<file path="src/rtl/fifo_dp_ram_prog.sv">
// Synchronous FIFO on a simple dual-port RAM with a registered read port.
// Runtime-programmable almost-full/almost-empty thresholds, sticky errors.
//
// Ports:
//   clk, reset        : clock, asynchronous active-high reset
//   write, write_data : write request and word to store
//   read              : read request
//   af_level/ae_level : almost-full / almost-empty thresholds (PTR_W bits)
//   err_clear         : clears sticky overflow/underflow
//   read_data         : returned word, held between deliveries
//   read_valid        : one-cycle pulse, LATENCY cycles after accepted read
//   empty/full        : occupancy flags from registered pointers
//   almost_empty/full : level compared against runtime thresholds
//   level             : current word count
//   overflow/underflow: sticky error flags
module fifo_dp_ram_prog #(
    parameter int FIFO_DEPTH      = 256,
    parameter int FIFO_DATA_WIDTH = 8,
    parameter int LATENCY         = 2,
    localparam int PTR_W          = $clog2(FIFO_DEPTH) + 1
) (
    input  logic                       clk,
    input  logic                       reset,
    input  logic                       write,
    input  logic                       read,
    input  logic [FIFO_DATA_WIDTH-1:0] write_data,
    input  logic [PTR_W-1:0]           af_level,
    input  logic [PTR_W-1:0]           ae_level,
    input  logic                       err_clear,
    output logic [FIFO_DATA_WIDTH-1:0] read_data,
    output logic                       read_valid,
    output logic                       empty,
    output logic                       full,
    output logic                       almost_empty,
    output logic                       almost_full,
    output logic [PTR_W-1:0]           level,
    output logic                       overflow,
    output logic                       underflow
);

    localparam int AW  = PTR_W - 1;
    // Output-side stages after the RAM register; LATENCY >= 2 keeps NST >= 1.
    localparam int NST = LATENCY - 1;

    logic [PTR_W-1:0]           wr_ptr_q;
    logic [PTR_W-1:0]           wr_ptr_d;
    logic [PTR_W-1:0]           rd_ptr_q;
    logic [PTR_W-1:0]           rd_ptr_d;
    logic                       wr_acc;
    logic                       rd_acc;
    logic                       ovf_q;
    logic                       ovf_d;
    logic                       udf_q;
    logic                       udf_d;

    logic [FIFO_DATA_WIDTH-1:0] mem [FIFO_DEPTH];
    logic [FIFO_DATA_WIDTH-1:0] ram_dat_q;
    logic                       ram_vld_q;
    logic [NST-1:0]             pipe_vld_q;
    logic [FIFO_DATA_WIDTH-1:0] pipe_dat_q [NST];

    // Status derived purely from registered pointers.
    assign level        = wr_ptr_q - rd_ptr_q;
    assign empty        = (level == '0);
    assign full         = (level == PTR_W'(FIFO_DEPTH));
    assign almost_full  = (level >= af_level);
    assign almost_empty = (level <= ae_level);

    assign wr_acc = write & ~full;
    assign rd_acc = read & ~empty;

    assign read_valid = pipe_vld_q[NST-1];
    assign read_data  = pipe_dat_q[NST-1];
    assign overflow   = ovf_q;
    assign underflow  = udf_q;

    always_comb begin
        wr_ptr_d = wr_ptr_q;
        rd_ptr_d = rd_ptr_q;
        if (wr_acc) begin
            wr_ptr_d = wr_ptr_q + PTR_W'(1);
        end
        if (rd_acc) begin
            rd_ptr_d = rd_ptr_q + PTR_W'(1);
        end
    end

    // A new error event on the same edge as err_clear keeps the flag set.
    always_comb begin
        ovf_d = ovf_q;
        udf_d = udf_q;
        if (err_clear) begin
            ovf_d = 1'b0;
            udf_d = 1'b0;
        end
        if (write && full) begin
            ovf_d = 1'b1;
        end
        if (read && empty) begin
            udf_d = 1'b1;
        end
    end

    // Storage and registered read port; contents need no reset.
    always_ff @(posedge clk) begin
        if (wr_acc) begin
            mem[wr_ptr_q[AW-1:0]] <= write_data;
        end
        if (rd_acc) begin
            ram_dat_q <= mem[rd_ptr_q[AW-1:0]];
        end
    end

    always_ff @(posedge clk or posedge reset) begin
        if (reset) begin
            wr_ptr_q <= '0;
            rd_ptr_q <= '0;
            ovf_q    <= 1'b0;
            udf_q    <= 1'b0;
        end else begin
            wr_ptr_q <= wr_ptr_d;
            rd_ptr_q <= rd_ptr_d;
            ovf_q    <= ovf_d;
            udf_q    <= udf_d;
        end
    end

    // Read pipeline: valid bits reset so in-flight reads are dropped;
    // data stages load only on a valid word, so the last stage holds
    // the most recently delivered word between pulses.
    always_ff @(posedge clk or posedge reset) begin
        if (reset) begin
            ram_vld_q  <= 1'b0;
            pipe_vld_q <= '0;
            for (int i = 0; i < NST; i++) begin
                pipe_dat_q[i] <= '0;
            end
        end else begin
            ram_vld_q     <= rd_acc;
            pipe_vld_q[0] <= ram_vld_q;
            if (ram_vld_q) begin
                pipe_dat_q[0] <= ram_dat_q;
            end
            for (int i = 1; i < NST; i++) begin
                pipe_vld_q[i] <= pipe_vld_q[i-1];
                if (pipe_vld_q[i-1]) begin
                    pipe_dat_q[i] <= pipe_dat_q[i-1];
                end
            end
        end
    end

endmodule
</file>
<file path="config.mk">
export PLATFORM = sky130hd
export DESIGN_NAME = fifo_dp_ram_prog
export DESIGN_NICKNAME = d
export VERILOG_FILES = /design/src/rtl/fifo_dp_ram_prog.sv
export SDC_FILE = /design/constraint.sdc
export NUM_CORES = 2
export LEC_CHECK = 0
export BUFFER_PORTS_ARGS = -buffer_cell sky130_fd_sc_hd__buf_2
export CORE_MARGIN = 2
export CORE_UTILIZATION = 30
export DETAILED_ROUTE_END_ITERATION = 8
export HOLD_SLACK_MARGIN = 0.1
export PLACE_DENSITY = 0.55
export SYNTH_ARGS = -nofsm -noshare
export SYNTH_HDL_FRONTEND = slang
export SYNTH_SLANG_ARGS = --single-unit
</file>
<file path="constraint.sdc">
create_clock -name clk -period 4.6 [get_ports clk]
set_input_delay 0.23 -clock clk [delete_from_list [all_inputs] [get_ports clk]]
set_output_delay 0.23 -clock clk [all_outputs]
set_load 0.01 [all_outputs]
</file>
==> metrics.yaml <==
status: "finished, violations left"
failed_checks: "setup timing"
worstSetupPathDepth: 10
maxSlewHeadroom: 0.128
yosysTopAreaCell: "edfxtp_1"
core_area_um2: 271000
grt_max_degree: 125
yosysWarnings: 0
clk_latency_ps: 880
syn_area_um2: 81800
synth_top_family_by_area: "multiplexers"
gp_congestion: 0.845
num_vias: 41600
ir_worst_vdd_v: 0.000524
grt_pass1_wl_mm: 320
synth_cells: 3979
synthTopCellsByArea: "edfxtp_1 76%, mux4_2 13%, mux2_2 0.99%"
clock_path_buffers: 3
synth_seq_cells: 2086
powerDensity_nw_per_um2: 596
setup_viol: 1
fin_ws_ps: -36.3
antenna_found_initial: 9
wl_mm: 224
dieArea_um2: 277000
first_global_vias: 42200
nets: 4432
cp_slowest_cell: "nor4_1"
dp_slack_ps: 330
cap_violations: 0
drt_iter0_drc: 4439
finalCriticalPeriod_ps: 4640
postRouteAntennaNets: 0
syn_area_per_cell_um2: 20.6
crit_top_cell: "buf_4"
finalSetupTns_ps: -36.3
hp-class: "in2async"
die_x_um: 526
synth_compound_area_frac: 0.0314
r2r_cells: 10
required_ps: 5200
yosys.area_share.simple: 0.0329
synth_top_cell_area_share: 0.755
tightest_slew_ps: 1300
cts_tree: "done"
worstSetupPathType: "reg2reg"
synth_adder_area_share: 0.00490
ios: 55
clockRootBuffer: "clkbuf_16"
synthArstFlopShare: 0.0144
dp.final_hpwl_mm: 139
finalHoldViolations: 0
critical-path-top-delay-family: "buffers and inverters"
fin_worst_skew_ps: 70.0
fmax_ghz: 0.216
slowest_delay_ps: 920
track_usage: 0.159
path_max_fanout: 88
row_count: 191
drtPass1Iterations: 5
critPathArrivalTime_ps: 5230
synth_cell_types: 66
area_growth_pct: 17.2
synth.most_common_cell: "edfxtp_1"
ys_seq_area_frac: 0.764
synth_ff_type: "edfxtp_1"
grt-ovfl-total: 0
leakagePower_nw: 30.0
wire_per_inst_um: 27.5
netlist_top_cells_count: "2056 x edfxtp_1, 472 x mux4_2, 207 x nor2_1"
synth-xor-area-share: 0.00226
timing.final.max_slew_violations: 0
crit_buf_inv: 4
cts_sinks: 2086
path_clk_slew_ps: 60
numCtsBuffers: 212
drc: 0
power_mw: 57.1
synthMuxAreaShare: 0.150
start_util: 0.302
portBuffers: 54
cp_cell_sequence: "buf_4 > buf_4 > buf_4 > buf_12 > mux4_2 > mux2i_1 > o2111ai_1 > nor4_1 > a22oi_1 > o21a_1"
synth_edf_count: 2056
cp-start-kind: "register"
syn-num-nets: 4039
period_share: 1.01
layout-drive-gt1-share: 0.286
die_y_um: 526
viasPerCell: 5.12
cp-end-kind: "register"
htree_levels: 4
-- placed cells by master, fill, tap and decap left out, types with 17 or more instances in the layout --
| cell | netlist | layout |
|---|---|---|
| clkbuf_1 | 118 | 42 |
| buf_4 | 4 | 321 |
| edfxtp_1 | 2056 | 2056 |
| clkbuf_16 | 0 | 213 |
| clkinv_1 | 2 | 43 |
| nand4_1 | 33 | 33 |
| mux4_2 | 472 | 472 |
| nor3_1 | 143 | 140 |
| nand3_1 | 22 | 22 |
| dfrtp_1 | 30 | 26 |
| o22ai_1 | 72 | 72 |
| nor2b_1 | 17 | 17 |
| mux2i_1 | 80 | 80 |
| nor2_1 | 207 | 202 |
| a221oi_1 | 32 | 32 |
| ha_1 | 28 | 25 |
| inv_1 | 33 | 29 |
| o21ai_0 | 60 | 58 |
| bufinv_16 | 0 | 27 |
| a22oi_1 | 65 | 65 |
| clkinv_2 | 0 | 43 |
| a22o_1 | 25 | 25 |
| nand2_1 | 120 | 118 |
| mux2_2 | 72 | 72 |
| buf_2 | 72 | 46 |
| buf_12 | 0 | 19 |
| a21oi_1 | 58 | 54 |
-- registers in the layout, indices dropped and copies added (netlist names) --
name,count
ram_vld_q,1
read_data,8
wr_ptr_q,9
read_valid,1
underflow,1
rd_ptr_q,9
overflow,1
ram_dat_q,8
mem,2048
-- worst paths after layout --
path / startpoint / end / slack [ps]
max in group asynchronous: reset / rd_ptr_q[2] / 3710
min: reset / read_valid / 110
max: rd_ptr_q[1] / ram_dat_q[2] / -40
max reg2reg: rd_ptr_q[1] / ram_dat_q[2] / -40
min in group clk: err_clear / underflow / 240
min reg2reg: ram_dat_q[1] / read_data[1] / 450
-- where the power goes --
part / leakage, nW / switching [mW] / internal (mW) / total (mW)
sequential: 18.8 / 0.265 / 21.2 / 21.5
combinational: 7.69 / 10.9 / 6.97 / 17.9
clock: 3.51 / 7.50 / 10.2 / 17.7
-- timing repair --
item / 4_1_cts / 5_1_grt
setup endpoints to repair: 4 / 2
hold buffers: 13 / 0
resized for setup: 7 / 10
endpoints found under the hold margin: 801 / 0
gates cloned: 0 / 0
pin swaps: 3 / 6
buffers inserted: 7 / 1
-- area by class of cell --
type,count,area (um2)
Antenna cell,5,12.5
Clock buffer,262,5580
Clock inverter,141,1680
Fill cell,25200,175000
Inverter,36,139
Multi-Input combinational cell,1629,18200
Sequential cell,2086,62500
Tap cell,3570,4470
Timing Repair Buffer,407,3270
-- cell families (layout without fill, tap and decap cells) --
kind of cell | Yosys count | after routing
AND/OR/NAND/NOR | 578 | 578
buffers and inverters | 264 | 846
other | 0 | 5
adder cells (fa/ha/maj) | 32 | 32
flip-flops | 2086 | 2086
XOR/XNOR | 19 | 19
AO/OA/AOI/OAI | 375 | 375
multiplexers | 625 | 625
-- through the flow --
| step | cell area (um2) | hold WS, ps | std cells | utilization |
|---|---|---|---|---|
| after floorplan | 81800 | 321 | 3979 | - |
| after global placement | 88300 | 464 | 7707 | 0.326 |
| final | 95800 | 112 | 8136 | 0.354 |
| after CTS | 95800 | 103 | 8130 | 0.353 |
| after global routing | 95800 | 164 | 8134 | 0.354 |
| after detailed placement | 88300 | 464 | 7707 | 0.326 |
-- worst reg2reg max path, cell delays in order, from the launching register on --
cell,delay (ps)
dfrtp_4,430
buf_4,130
buf_4,230
buf_4,370
buf_12,480
mux4_2,580
mux2i_1,430
o2111ai_1,330
nor4_1,920
a22oi_1,280
o21a_1,180
-- metal layers --
metal,vias up,global-route usage,share of wire
met5,-,0,0
met4,0,0.0601,0.037
met3,357,0.0238,0.061
met2,1538,0.255,0.48
met1,22300,0.220,0.42
li1,17400,-,-
(Power assumes the default switching activity.)
